==> src/rtl/foobar_monitor.sv <==
// -----------------------------------------------------------------------------
// foobar_monitor
// Receive-side checker for the foo/bar pulse streams. Each stream has its own
// channel that locks to the expected pulse spacing, counts received pulses and
// records missing/extra pulses as sticky flags plus saturating error counts.
// -----------------------------------------------------------------------------

// -----------------------------------------------------------------------------
// foobar_monitor_chan
// One HUNT/LOCK channel. Tracks the position inside the expected period with a
// phase counter and classifies every enabled sample as good, extra or missing.
// -----------------------------------------------------------------------------
module foobar_monitor_chan #(
    parameter int P     = 3,
    parameter int CNT_W = 8,
    parameter int ERR_W = 4
) (
    input  logic             clk,
    input  logic             rst_ni,
    input  logic             en_i,
    input  logic             pulse_i,
    output logic [CNT_W-1:0] count_o,
    output logic             locked_o,
    output logic             err_o,
    output logic [ERR_W-1:0] err_cnt_o,
    output logic             err_evt_o
);

    typedef enum logic {
        HUNT = 1'b0,
        LOCK = 1'b1
    } state_e;

    // Phase runs 0..P-1; P >= 2 keeps the width at least one bit.
    localparam int              PH_W    = (P > 1) ? $clog2(P) : 1;
    localparam logic [PH_W-1:0] PH_LAST = PH_W'(P - 1);
    localparam logic [ERR_W-1:0] ERR_MAX = {ERR_W{1'b1}};

    state_e           state_q;
    logic [PH_W-1:0]  phase_q;
    logic [CNT_W-1:0] count_q;
    logic             err_q;
    logic [ERR_W-1:0] err_cnt_q;

    logic             at_last_s;
    logic             extra_s;
    logic             missing_s;
    logic             err_evt_s;

    // Classify the current enabled sample against the locked phase.
    always_comb begin
        at_last_s = (phase_q == PH_LAST);
        extra_s   = 1'b0;
        missing_s = 1'b0;
        if (en_i && (state_q == LOCK)) begin
            extra_s   = pulse_i && !at_last_s;
            missing_s = !pulse_i && at_last_s;
        end else begin
            extra_s   = 1'b0;
            missing_s = 1'b0;
        end
        err_evt_s = extra_s | missing_s;
    end

    // Channel FSM, phase, pulse counter and error statistics.
    always_ff @(posedge clk) begin
        if (!rst_ni) begin
            state_q   <= HUNT;
            phase_q   <= '0;
            count_q   <= '0;
            err_q     <= 1'b0;
            err_cnt_q <= '0;
        end else if (en_i) begin
            case (state_q)
                HUNT: begin
                    // First pulse seen defines the phase reference.
                    if (pulse_i) begin
                        state_q <= LOCK;
                        phase_q <= '0;
                        count_q <= count_q + CNT_W'(1);
                    end else begin
                        state_q <= HUNT;
                    end
                end
                LOCK: begin
                    if (pulse_i) begin
                        // Good or extra pulse: either way resync on it.
                        state_q <= LOCK;
                        phase_q <= '0;
                        count_q <= count_q + CNT_W'(1);
                    end else if (at_last_s) begin
                        // Expected slot passed empty: lose lock.
                        state_q <= HUNT;
                        phase_q <= '0;
                    end else begin
                        phase_q <= phase_q + PH_W'(1);
                    end
                end
                default: begin
                    state_q <= HUNT;
                    phase_q <= '0;
                end
            endcase

            if (err_evt_s) begin
                err_q <= 1'b1;
                if (err_cnt_q != ERR_MAX) begin
                    err_cnt_q <= err_cnt_q + ERR_W'(1);
                end else begin
                    err_cnt_q <= err_cnt_q;
                end
            end else begin
                err_q     <= err_q;
                err_cnt_q <= err_cnt_q;
            end
        end else begin
            state_q   <= state_q;
            phase_q   <= phase_q;
            count_q   <= count_q;
            err_q     <= err_q;
            err_cnt_q <= err_cnt_q;
        end
    end

    assign count_o   = count_q;
    assign locked_o  = (state_q == LOCK);
    assign err_o     = err_q;
    assign err_cnt_o = err_cnt_q;
    // Qualified by en: an error event this cycle sets the sticky flag on this edge.
    assign err_evt_o = err_evt_s;

endmodule

// -----------------------------------------------------------------------------
// foobar_monitor (top)
// Two independent channels plus a registered combined error flag.
// -----------------------------------------------------------------------------
module foobar_monitor #(
    parameter int FOO_PERIOD = 3,
    parameter int BAR_PERIOD = 5,
    parameter int CNT_W      = 8,
    parameter int ERR_W      = 4
) (
    input  logic             clk,
    input  logic             rst,
    input  logic             en,
    input  logic             foo,
    input  logic             bar,
    output logic [CNT_W-1:0] count_foo,
    output logic [CNT_W-1:0] count_bar,
    output logic             foo_locked,
    output logic             bar_locked,
    output logic             err_foo,
    output logic             err_bar,
    output logic [ERR_W-1:0] err_cnt_foo,
    output logic [ERR_W-1:0] err_cnt_bar,
    output logic             err_any
);

    logic foo_evt_s;
    logic bar_evt_s;
    logic err_any_q;

    foobar_monitor_chan #(
        .P     (FOO_PERIOD),
        .CNT_W (CNT_W),
        .ERR_W (ERR_W)
    ) u_foo (
        .clk       (clk),
        .rst_ni    (rst),
        .en_i      (en),
        .pulse_i   (foo),
        .count_o   (count_foo),
        .locked_o  (foo_locked),
        .err_o     (err_foo),
        .err_cnt_o (err_cnt_foo),
        .err_evt_o (foo_evt_s)
    );

    foobar_monitor_chan #(
        .P     (BAR_PERIOD),
        .CNT_W (CNT_W),
        .ERR_W (ERR_W)
    ) u_bar (
        .clk       (clk),
        .rst_ni    (rst),
        .en_i      (en),
        .pulse_i   (bar),
        .count_o   (count_bar),
        .locked_o  (bar_locked),
        .err_o     (err_bar),
        .err_cnt_o (err_cnt_bar),
        .err_evt_o (bar_evt_s)
    );

    // Combined sticky flag, set on the same edge as either channel flag.
    always_ff @(posedge clk) begin
        if (!rst) begin
            err_any_q <= 1'b0;
        end else if (en) begin
            err_any_q <= err_any_q | foo_evt_s | bar_evt_s;
        end else begin
            err_any_q <= err_any_q;
        end
    end

    assign err_any = err_any_q;

endmodule

==> config.mk <==
export PLATFORM = sky130hd
export DESIGN_NAME = foobar_monitor
export DESIGN_NICKNAME = d
export VERILOG_FILES = /design/src/rtl/foobar_monitor.sv
export SDC_FILE = /design/constraint.sdc
export NUM_CORES = 1
export LEC_CHECK = 0
export ABC_CLOCK_PERIOD_IN_PS = 2200
export CORE_AREA = 5 5 59 74
export DETAILED_ROUTE_END_ITERATION = 8
export DIE_AREA = 0 0 64 79
export GPL_ROUTABILITY_DRIVEN = 0
export GPL_TIMING_DRIVEN = 0
export PLACE_DENSITY = 0.7
export SLEW_MARGIN = 20
export SYNTH_ARGS = -nofsm -noshare
export SYNTH_HDL_FRONTEND = slang
export SYNTH_SLANG_ARGS = --single-unit
==> constraint.sdc <==
create_clock -name clk -period 2.2 [get_ports clk]
set_input_delay 0.44 -clock clk [delete_from_list [all_inputs] [get_ports clk]]
set_output_delay 0.44 -clock clk [all_outputs]
set_load 0.01 [all_outputs]
==> flow_summary.toml <==
[hold_path]
hp-class = "in2reg"
hold_path_end = "u_foo.count_o[1]$_SDFFE_PN0P_"
hold_path_depth = 3
hp-start = "foo"

[power]
pwr-share-seq_pct = 48.7
powerDensity_nw_per_um2 = 651
ir_drop_uv = 526
clockPowerShare_pct = 44.1
power_uw = 1310
p_int_uw = 1030
leakagePower_uw = 0.000737
combPwrFrac_pct = 7.2
switching_power_uw = 280
swShare_pct = 21.3

[setup_path]
critPathArrivalTime_ns = 1.91
reg2reg_from = "u_bar.phase_q[0]$_SDFFE_PN0P_"
rrSetupSlack_ns = 0.46
cpLargestDelayFamily = "compound AO/OA/AOI/OAI gates"
startpoint_type = "register"
path_class = "reg2reg"
path_cells = "inv_1, ha_1, a21bo_2, a21oi_1, nand2_1, mux2i_1"
crit_fanout = 7
rr_endpoint = "u_bar.err_cnt_o[1]$_SDFFE_PN0P_"
cp_slowest_cell = "a21oi_1"
cp-end-kind = "register"
crit_required_ns = 2.37
r2r_cells = 6
critical_path_buf_inv_count = 1
slowest_delay_ns = 0.39

[drt]
routed.top_layer = "met4"
vias_per_cell = 5.27
finalWirelength_mm = 3.18
dr.pass1.iters = 4
m1WireLength_mm = 1.50
dr_total_vias = 1343
drt_iter0_markers = 50
routedWlPerCell_um = 12.5
dr_wl_met3_um = 195
dr_wl_met2_mm = 1.43
drcViolationCount = 0
ant_nets = 0

[clocking]
post_cts_resized = 0
cts_made_buffers = 5
ctsHoldBuffers = 0
cts_tree = "yes"
clk-insertion-delay-late_ns = 0.28
cts_max_level = 2
clk_pin_slew_ns = 0.07
clock-sinks = 34
clk_path_buf_depth = 2
cts_setup_buffers = 0
clockRootBuffer = "clkbuf_8"

[global_routing]
grt.total_usage_pct = 13.0
grt.overflow.total = 0
grt_pass1_vias = 1216
grt_pass1_wl_mm = 5.27
grt_max_degree = 11
grt_antenna_before_repair = 0

[yosys]
synth.area.top_cells = "dfxtp_1 (44%), nand2_1 (5.1%), ha_1 (4.9%)"
syn_area_per_cell_sq_um = 8.74
yosys_warnings = 0
synth_nets = 188
syn_area_sq_um = 1550
synth_edf_count = 0
ys_seq_elements = 34
yosys_most_used_dff = "dfxtp_1"
synth_cells = 177
async_flop_share_pct = 0
synth_seq_area_share_pct = 44.0
synth.largest_area_cell = "dfxtp_1"
ys_types = 40
synth_top_area_share_pct = 44.0

[die]
die_area_sq_um = 5060
dieWidth_um = 64
coreArea_sq_um = 3660
rows = 25
start_util_pct = 42.3
io_pins = 34
die_h_um = 79

[final_layout]
nNetsFinal = 226
drive_gt1_share_pct = 6.51
finalNonFillerCells = 255
layout_commonest_cell = "dfxtp_1"
areaGrowthSynthToFinish_pct = 30.6
antenna_cells = 0
layout_common_cells = "dfxtp_1 (34), clkdlybuf4s50_1 (31), nand2_1 (21)"
fill_cells = 346
multi_input_area_sq_um = 805
seq_area_sq_um = 681
final_area_sq_um = 2020

[outcome]
status = "finished clean"

[timing]
timing.fmax_mhz = 575
post-route-period-util_pct = 79.0
slew_violations = 0
setup_violations = 0
finalClockSkew_ns = 0.00347
finalHoldViolations = 0
max_slew_margin_pct = 67.5
worst_pin_slew_ns = 0.487
rsz0062_at_grt = "false"
fin_crit_ns = 1.74
final.setup.tns_ns = 0

[place]
dp_cells = 248
hpwl_mm = 2.27
placed_area_sq_um = 1910
port_buffers = 31

[flow_run]
drv_cap = 0
## sequential cells by signal, indices dropped and copies added (netlist names)
register,flops
u_foo.count_o,8
u_foo.phase_q,2
err_any,1
u_foo.err_cnt_o,4
u_foo.locked_o,1
u_foo.err_o,1
u_bar.err_cnt_o,4
u_bar.locked_o,1
u_bar.phase_q,3
u_bar.err_o,1
u_bar.count_o,8
## through the flow
step / hold WS, ns / util, % / worst slack, ns
6_report: 0.445 / 55.2 / 0.461
3_5_place_dp: 0.458 / 52.1 / 0.184
2_1_floorplan: 0.461 / - / 0.675
3_3_place_gp: 0.453 / 52.1 / 0.181
4_1_cts: 0.439 / 55.2 / 0.461
5_1_grt: 0.475 / 55.2 / 0.331
## cells in the mapped netlist, drive strengths merged (3+ instances only)
master  number
nand3        8
or3          4
o21ai        7
mux2i        4
inv          6
nor2        20
xnor2        4
a311oi       3
ha           6
nand4        3
nand2       21
a21oi       14
nor3         3
buf          5
xor2         8
dfxtp       34
## worst register-to-register path, stage by stage, from the launching register on
cell	delay [ns]
dfxtp_1	0.37
inv_1	0.06
ha_1	0.25
a21bo_2	0.23
a21oi_1	0.39
nand2_1	0.19
mux2i_1	0.15
## logic make-up (layout without fill, tap and decap cells)
family	Yosys count	count (layout)	synth area share, %
compound gates	33	33	13.7
xor+xnor	12	12	6.80
fa+ha+maj	6	6	4.85
buf+inv	13	51	3.96
flops	34	34	44.0
mux	4	4	2.59
simple gates	75	75	24.1
## power by group through the flow
stage / Combinational, uW / Clock [uW] / Sequential [uW]
2_1_floorplan: 51.6 / 0 / 657
5_1_grt: 104 / 625 / 642
6_report: 94.0 / 580 / 640
3_5_place_dp: 94.9 / 0 / 654
4_1_cts: 95.5 / 597 / 640
3_3_place_gp: 93.6 / 0 / 654
## worst max-delay path by stage
| stage | from | to | slack, ns | cells past startpoint |
|---|---|---|---|---|
| global route | u_bar.phase_q[0]$_SDFFE_PN0P_ | u_bar.err_cnt_o[0]$_SDFFE_PN0P_ | 0.33 | 6 |
| floorplan | u_bar.phase_q[0]$_SDFFE_PN0P_ | u_bar.err_cnt_o[0]$_SDFFE_PN0P_ | 0.68 | 6 |
| finish | u_bar.phase_q[0]$_SDFFE_PN0P_ | u_bar.err_cnt_o[1]$_SDFFE_PN0P_ | 0.46 | 6 |
| CTS | u_bar.phase_q[0]$_SDFFE_PN0P_ | u_bar.err_cnt_o[0]$_SDFFE_PN0P_ | 0.46 | 6 |
| global placement | bar | u_bar.err_cnt_o[1]$_SDFFE_PN0P_ | 0.18 | 5 |
| detailed placement | bar | u_bar.err_cnt_o[0]$_SDFFE_PN0P_ | 0.18 | 5 |
## per-layer routing
| layer | vias up | track usage (%) |
|---|---|---|
| met5 | - | 0 |
| met4 | 0 | 6.03 |
| met3 | 6 | 4.95 |
| met2 | 29 | 20.4 |
| met1 | 619 | 15.5 |
| li1 | 689 | - |
## final cells by class
class                           count  area share (%)
Clock inverter                      1            1.49
Timing Repair Buffer               31            15.4
Tap cell                           40            2.48
Buffer                              7            1.92
Sequential cell                    34            33.7
Multi-Input combinational cell    130            39.8
Clock buffer                        6            4.09
Inverter                            6            1.12
(Power assumes the default switching activity.)
